$ cat config.mk
export PLATFORM = sky130hd
export DESIGN_NAME = piso_framed_flat
export DESIGN_NICKNAME = d
export VERILOG_FILES = /design/src/rtl/piso_framed_if.sv /design/src/rtl/piso_framed.sv /design/src/flat_wrapper.sv
export SDC_FILE = /design/constraint.sdc
export NUM_CORES = 1
export LEC_CHECK = 0
export BUFFER_PORTS_ARGS = -buffer_cell sky130_fd_sc_hd__buf_2
export CAP_MARGIN = 15
export CELL_PAD_IN_SITES_DETAIL_PLACEMENT = 0
export CELL_PAD_IN_SITES_GLOBAL_PLACEMENT = 1
export CORE_MARGIN = 1.5
export CORE_UTILIZATION = 43
export CTS_CLUSTER_SIZE = 16
export DETAILED_ROUTE_END_ITERATION = 10
export PLACE_DENSITY_LB_ADDON = 0.1
export SYNTH_ARGS = -nofsm -noshare
export SYNTH_HDL_FRONTEND = slang
export SYNTH_SLANG_ARGS = --single-unit
export TNS_END_PERCENT = 10
$ cat constraint.sdc
create_clock -name clk -period 1.9 [get_ports clk]
set_clock_uncertainty 0.05 [all_clocks]
set_input_delay 0.475 -clock clk [delete_from_list [all_inputs] [get_ports clk]]
set_output_delay 0.475 -clock clk [all_outputs]
set_load 0.01 [all_outputs]
$ cat src/rtl/piso_framed_if.sv
// Parallel-in / serial-out handshake bundle: upstream word offer plus serial-side status.
interface piso_framed_if #(
  parameter int DATA_WIDTH = 8
);
  logic                  din_valid;
  logic [DATA_WIDTH-1:0] din;
  logic                  din_ready;
  logic                  sout;
  logic                  busy;
  logic                  frame_done;

  modport master (
    output din_valid,
    output din,
    input  din_ready,
    input  sout,
    input  busy,
    input  frame_done
  );

  modport slave (
    input  din_valid,
    input  din,
    output din_ready,
    output sout,
    output busy,
    output frame_done
  );
endinterface

$ cat src/rtl/piso_framed.sv
// Double-buffered parallel-to-serial shifter with optional start/stop framing.
//
// state | meaning
// IDLE  | line idle (sout=1), waiting for the holding register to fill
// START | driving the start bit (0)
// DATA  | driving DATA_WIDTH data bits, order set by MSB_FIRST
// STOP  | driving the stop bit (1)
module piso_framed #(
  parameter int DATA_WIDTH   = 8,
  parameter int CLKS_PER_BIT = 1,
  parameter int MSB_FIRST    = 0,
  parameter int FRAME_EN     = 1
) (
  input  logic           clk,
  input  logic           rst,
  piso_framed_if.slave   bus
);

  typedef enum logic [1:0] {IDLE, START, DATA, STOP} state_t;

  localparam int CW = (CLKS_PER_BIT > 1) ? $clog2(CLKS_PER_BIT) : 1;
  localparam int BW = $clog2(DATA_WIDTH);
  localparam logic [CW-1:0] CYC_RELOAD = CW'(CLKS_PER_BIT - 1);
  localparam logic [BW-1:0] BIT_LAST   = BW'(DATA_WIDTH - 1);

  state_t                r_state, w_state_nxt;
  logic [DATA_WIDTH-1:0] r_hold;
  logic                  r_hold_full;
  logic [DATA_WIDTH-1:0] r_shift, w_shift_nxt;
  logic                  r_sout, w_sout_nxt;
  logic [CW-1:0]         r_cyc, w_cyc_nxt;
  logic [BW-1:0]         r_bit, w_bit_nxt;
  logic                  w_bit_end;
  logic                  w_frame_end;
  logic                  w_start;
  logic                  w_take_hold;

  function automatic logic first_bit(input logic [DATA_WIDTH-1:0] v);
    return (MSB_FIRST != 0) ? v[DATA_WIDTH-1] : v[0];
  endfunction

  function automatic logic [DATA_WIDTH-1:0] advance(input logic [DATA_WIDTH-1:0] v);
    return (MSB_FIRST != 0) ? (v << 1) : (v >> 1);
  endfunction

  // Cycle counter is a down-counter; a bit ends when it reaches zero.
  assign w_bit_end = (r_cyc == '0);

  // Next-state, next-bit and frame-boundary decode.
  always_comb begin
    w_state_nxt = r_state;
    w_shift_nxt = r_shift;
    w_sout_nxt  = r_sout;
    w_cyc_nxt   = r_cyc;
    w_bit_nxt   = r_bit;
    w_frame_end = 1'b0;
    w_start     = 1'b0;
    w_take_hold = 1'b0;

    case (r_state)
      IDLE: begin
        w_sout_nxt = 1'b1;
        w_start    = r_hold_full;
      end
      START: begin
        if (w_bit_end) begin
          w_state_nxt = DATA;
          w_sout_nxt  = first_bit(r_shift);
          w_shift_nxt = advance(r_shift);
          w_bit_nxt   = '0;
          w_cyc_nxt   = CYC_RELOAD;
        end else begin
          w_cyc_nxt = r_cyc - CW'(1);
        end
      end
      DATA: begin
        if (w_bit_end) begin
          if (r_bit == BIT_LAST) begin
            if (FRAME_EN != 0) begin
              w_state_nxt = STOP;
              w_sout_nxt  = 1'b1;
              w_cyc_nxt   = CYC_RELOAD;
            end else begin
              w_frame_end = 1'b1;
            end
          end else begin
            w_bit_nxt   = r_bit + BW'(1);
            w_sout_nxt  = first_bit(r_shift);
            w_shift_nxt = advance(r_shift);
            w_cyc_nxt   = CYC_RELOAD;
          end
        end else begin
          w_cyc_nxt = r_cyc - CW'(1);
        end
      end
      STOP: begin
        if (w_bit_end) begin
          w_frame_end = 1'b1;
        end else begin
          w_cyc_nxt = r_cyc - CW'(1);
        end
      end
      default: w_state_nxt = IDLE;
    endcase

    // A full holding register at frame end chains straight into the next frame.
    if (w_frame_end) begin
      if (r_hold_full) begin
        w_start = 1'b1;
      end else begin
        w_state_nxt = IDLE;
        w_sout_nxt  = 1'b1;
      end
    end

    if (w_start) begin
      w_take_hold = 1'b1;
      w_cyc_nxt   = CYC_RELOAD;
      w_bit_nxt   = '0;
      if (FRAME_EN != 0) begin
        w_state_nxt = START;
        w_sout_nxt  = 1'b0;
        w_shift_nxt = r_hold;
      end else begin
        w_state_nxt = DATA;
        w_sout_nxt  = first_bit(r_hold);
        w_shift_nxt = advance(r_hold);
      end
    end
  end

  // FSM state register.
  always_ff @(posedge clk or posedge rst) begin
    if (rst) begin
      r_state <= IDLE;
    end else begin
      r_state <= w_state_nxt;
    end
  end

  // Shifter, serial output and bit/cycle counters.
  always_ff @(posedge clk or posedge rst) begin
    if (rst) begin
      r_shift <= '0;
      r_sout  <= 1'b1;
      r_cyc   <= '0;
      r_bit   <= '0;
    end else begin
      r_shift <= w_shift_nxt;
      r_sout  <= w_sout_nxt;
      r_cyc   <= w_cyc_nxt;
      r_bit   <= w_bit_nxt;
    end
  end

  // Holding register: drains into the shifter, refills only when it was empty.
  always_ff @(posedge clk or posedge rst) begin
    if (rst) begin
      r_hold      <= '0;
      r_hold_full <= 1'b0;
    end else if (w_take_hold) begin
      r_hold_full <= 1'b0;
    end else if (bus.din_valid && !r_hold_full) begin
      r_hold      <= bus.din;
      r_hold_full <= 1'b1;
    end
  end

  assign bus.din_ready  = ~r_hold_full;
  assign bus.sout       = r_sout;
  assign bus.busy       = (r_state != IDLE) || r_hold_full;
  assign bus.frame_done = w_frame_end;

endmodule

$ cat src/flat_wrapper.sv
// flat-port wrapper written by rule: the top's interface ports become plain ports
module piso_framed_flat 
#(
  parameter int DATA_WIDTH   = 8,
  parameter int CLKS_PER_BIT = 1,
  parameter int MSB_FIRST    = 0,
  parameter int FRAME_EN     = 1
)
  (clk, rst, bus_din_valid, bus_din, bus_din_ready, bus_sout, bus_busy, bus_frame_done);
  piso_framed_if #(.DATA_WIDTH(DATA_WIDTH)) bus_i ();
  input  logic clk;
  input  logic rst;
  input wire logic [$bits(bus_i.din_valid)-1:0] bus_din_valid;
  input wire logic [$bits(bus_i.din)-1:0] bus_din;
  output wire logic [$bits(bus_i.din_ready)-1:0] bus_din_ready;
  output wire logic [$bits(bus_i.sout)-1:0] bus_sout;
  output wire logic [$bits(bus_i.busy)-1:0] bus_busy;
  output wire logic [$bits(bus_i.frame_done)-1:0] bus_frame_done;
  assign bus_i.din_valid = bus_din_valid;
  assign bus_i.din = bus_din;
  assign bus_din_ready = bus_i.din_ready;
  assign bus_sout = bus_i.sout;
  assign bus_busy = bus_i.busy;
  assign bus_frame_done = bus_i.frame_done;
  piso_framed #(.DATA_WIDTH(DATA_WIDTH), .CLKS_PER_BIT(CLKS_PER_BIT), .MSB_FIRST(MSB_FIRST), .FRAME_EN(FRAME_EN)) u_core (.clk(clk), .rst(rst), .bus(bus_i));
endmodule
==> summary.log <==
INFO  final_layout   design_area=1180µm²
INFO  clock_network  cts_num_sinks=23
INFO  timing         final.setup.tns=0ns
INFO  floorplanning  ioPinCount=15
INFO  global_route   globalRouteOverflowTotal=0
INFO  timing         min_period_over_period=92.7%
INFO  final_layout   postLayoutCoreUtil=52.0%
INFO  critical_path  critical_path.n_buffers_inverters=2
INFO  clock_network  cts_max_level=1
INFO  drt            drt_wl_total=1830µm
INFO  critical_path  crit_path_top_delay_cell=dfrtp_1
INFO  clock_network  root_buffer=clkbuf_4
INFO  pwr            total_leakage_power=0.000570µW
INFO  min_path       worst_hold_path_type=in -> async
INFO  critical_path  crit-reg2reg-launch=u_core.r_bit[0]
INFO  critical_path  max_stage_delay=0.43ns
INFO  critical_path  critical_path.endpoint_type=output pin
INFO  clock_network  tritoncts.num_buffers=3
INFO  drt            starting_drt_drc_count=6
INFO  drt            route.detailed.vias_per_inst=5.23
INFO  synthesis      average_footprint_of_a_synthesized_cell=10.8µm²
INFO  timing         hold_viol=0
INFO  final_layout   antennaDiodeCount=0
INFO  global_route   grt_antenna_before_repair=0
INFO  clock_network  clock_latency=0.30ns
INFO  final_layout   finish.net_count=133
INFO  critical_path  critical_path_required=1.37ns
INFO  drt            vias=748
INFO  synthesis      synth.cell_area=1060µm²
INFO  critical_path  crit_chain=inv_1 -> ha_2 -> nand2_1 -> buf_2
INFO  critical_path  worstPathArrival=1.24ns
INFO  critical_path  setup.worst_path.start_class=register
INFO  critical_path  crit_path_max_fanout=4
INFO  global_route   grt_first_pass_wirelength=3330µm
INFO  floorplanning  floorplan.die_area=2770µm²
INFO  floorplanning  die_y=52.6µm
INFO  floorplanning  fp.coreArea=2280µm²
INFO  global_route   number_of_global_route_vias_before_repair=746
INFO  placed_design  post_place_instance_area=1150µm²
INFO  placed_design  place.port_buffers=14
INFO  timing         timing.final.setup_violations=0
INFO  timing         worst_slew_pin_slew=0.437ns
INFO  job            max-cap-violations=0
INFO  final_layout   drive_gt1_share=27.8%
INFO  critical_path  ff2ff_setup_slack=0.24ns
INFO  floorplanning  die_width=52.6µm
INFO  critical_path  worst_r2r_endpoint=u_core.r_bit[2]
INFO  placed_design  dp_hpwl=1340µm
INFO  global_route   grtUsageTotal=16.6%
INFO  timing         unrepaired_setup_endpoints_after_global_routing=no
INFO  clock_network  clockBufferDepth=2
INFO  pwr            cellPowerDensity=1780nW/µm²
INFO  synthesis      synth.ff_latch_count=23
INFO  final_layout   fill_count=222
INFO  timing         fmax=568MHz
INFO  placed_design  gp_routability_congestion=0.731
INFO  synthesis      synthDistinctLibCells=20
INFO  drt            route.antenna.remaining_nets=0
INFO  drt            route.detailed.drc=0
INFO  drt            detail_route.first_pass.iterations=2
INFO  timing         period_needed=1.76ns
INFO  final_layout   flow.area_growth_from_synthesis=11.6%
INFO  clock_network  tritoncts=built
INFO  floorplanning  start_util=46.6%
INFO  synthesis      synthCells=98
INFO  clock_network  postCtsHoldBufs=0
INFO  drt            detail_routed_net_length_per_standard_cell=12.8µm
INFO  global_route   grt_max_degree=14
INFO  critical_path  critPathTopFamily=flip-flops
INFO  pwr            ir_drop=1.03mV
INFO  floorplanning  num_rows=17
INFO  critical_path  ws_path_type=reg -> out
INFO  critical_path  worstRegToRegCells=5
INFO  pwr            power_consumption=2100µW
INFO  synthesis      synthesis.nets=115
INFO  timing         hold-worst-slack=0.0954ns
INFO  timing         maxSlewViolCount=0
INFO  synthesis      synth.yosys.warnings=0
INFO  synthesis      synth_sequential_area_ratio=54.4%
INFO  clock_network  path_clk_slew=0.12ns
INFO  timing         timing.slew.headroom=70.8%
INFO  outcome        outcome=complete, no violations
[flip-flops by register name (all words and copies together) (netlist names)]
register / cells
u_core.r_shift: 8
u_core.r_hold: 8
u_core.r_hold_full: 1
u_core.r_state: 2
u_core.bus.sout: 1
u_core.r_bit: 3
[stage by stage]
stage                     setup WS [ns]  instances
after CTS                        0.0973        143
final                             0.139        143
after detailed placement          0.244        139
after global placement            0.282        139
after global routing             0.0201        143
after floorplan                   0.431         98
[per-layer routing]
layer / track usage (%) / share of wire, %
met4: 5.13 / 0.66
met2: 27.7 / 48
met1: 22.1 / 49
met5: 0 / 0
met3: 2.57 / 2.2
[cells by family after synthesis]
family	Yosys count	synth area share, %
buf+inv	7	3.90
mux	8	8.50
flops	23	54.4
simple gates	27	11.0
compound gates	27	15.1
fa+ha+maj	6	7.08
[layout make-up]
| class | instances | area, µm² | share of cell area (%) |
|---|---|---|---|
| Sequential cell | 23 | 577 | 48.8 |
| Multi-Input combinational cell | 68 | 444 | 37.6 |
| Tap cell | 28 | 35.0 | 2.96 |
| Inverter | 4 | 15.0 | 1.27 |
| Clock buffer | 4 | 26.3 | 2.22 |
| Timing Repair Buffer | 16 | 85.1 | 7.20 |
[worst max-delay path by stage]
stage                 startpoint                end  slack (ns)  cells after the start
2_1_floorplan    u_core.r_bit[0]  u_core.r_shift[7]        0.43                      6
3_3_place_gp     u_core.r_bit[0]  u_core.r_shift[4]        0.28                      5
3_5_place_dp     u_core.r_bit[0]    u_core.r_bit[2]        0.24                      5
4_1_cts        u_core.r_state[0]           bus_busy         0.1                      4
5_1_grt        u_core.r_state[1]           bus_busy        0.02                      4
6_report       u_core.r_state[1]           bus_busy        0.14                      4
[where the power goes]
part | switching [µW] | total [µW] | internal, µW
clock network | 137 | 219 | 81.8
logic | 555 | 1000 | 447
registers | 140 | 879 | 738
total | 832 | 2100 | 1270
[cell usage after synthesis]
cell type	number	share of area, %
dfrtp_1	22	52
a21oi_1	19	9.0
o21ai_0	1	0.47
buf_4	2	1.4
buf_6	1	1.1
dfstp_2	1	2.5
ha_1	6	7.1
nand2_1	12	4.2
a21o_1	2	1.4
a21boi_2	1	1.1
nand3_1	3	1.4
nor2b_1	2	1.2
mux2_2	8	8.5
o31ai_1	1	0.71
inv_1	4	1.4
nor4bb_1	1	0.94
o21a_1	1	0.71
nor2_1	9	3.2
a21bo_2	1	0.94
o21ai_2	1	0.83
[timing repair]
item,CTS,global route
hold endpoints to repair,0,0
endpoints found under the setup margin,0,1
buffers inserted,0,0
resized for setup,0,1
[layout by cell type (no fill, tap or decap), types with 2 or more instances in the layout]
| cell type | instances |
|---|---|
| clkbuf_4 | 3 |
| buf_4 | 2 |
| nor2b_1 | 2 |
| inv_1 | 4 |
| nand3_1 | 3 |
| mux2_2 | 8 |
| buf_2 | 14 |
| nand2_1 | 12 |
| a21o_1 | 2 |
| ha_1 | 5 |
| a21oi_1 | 19 |
| dfrtp_1 | 22 |
| nor2_1 | 9 |
No activity file was read; power rests on OpenSTA's default activity.
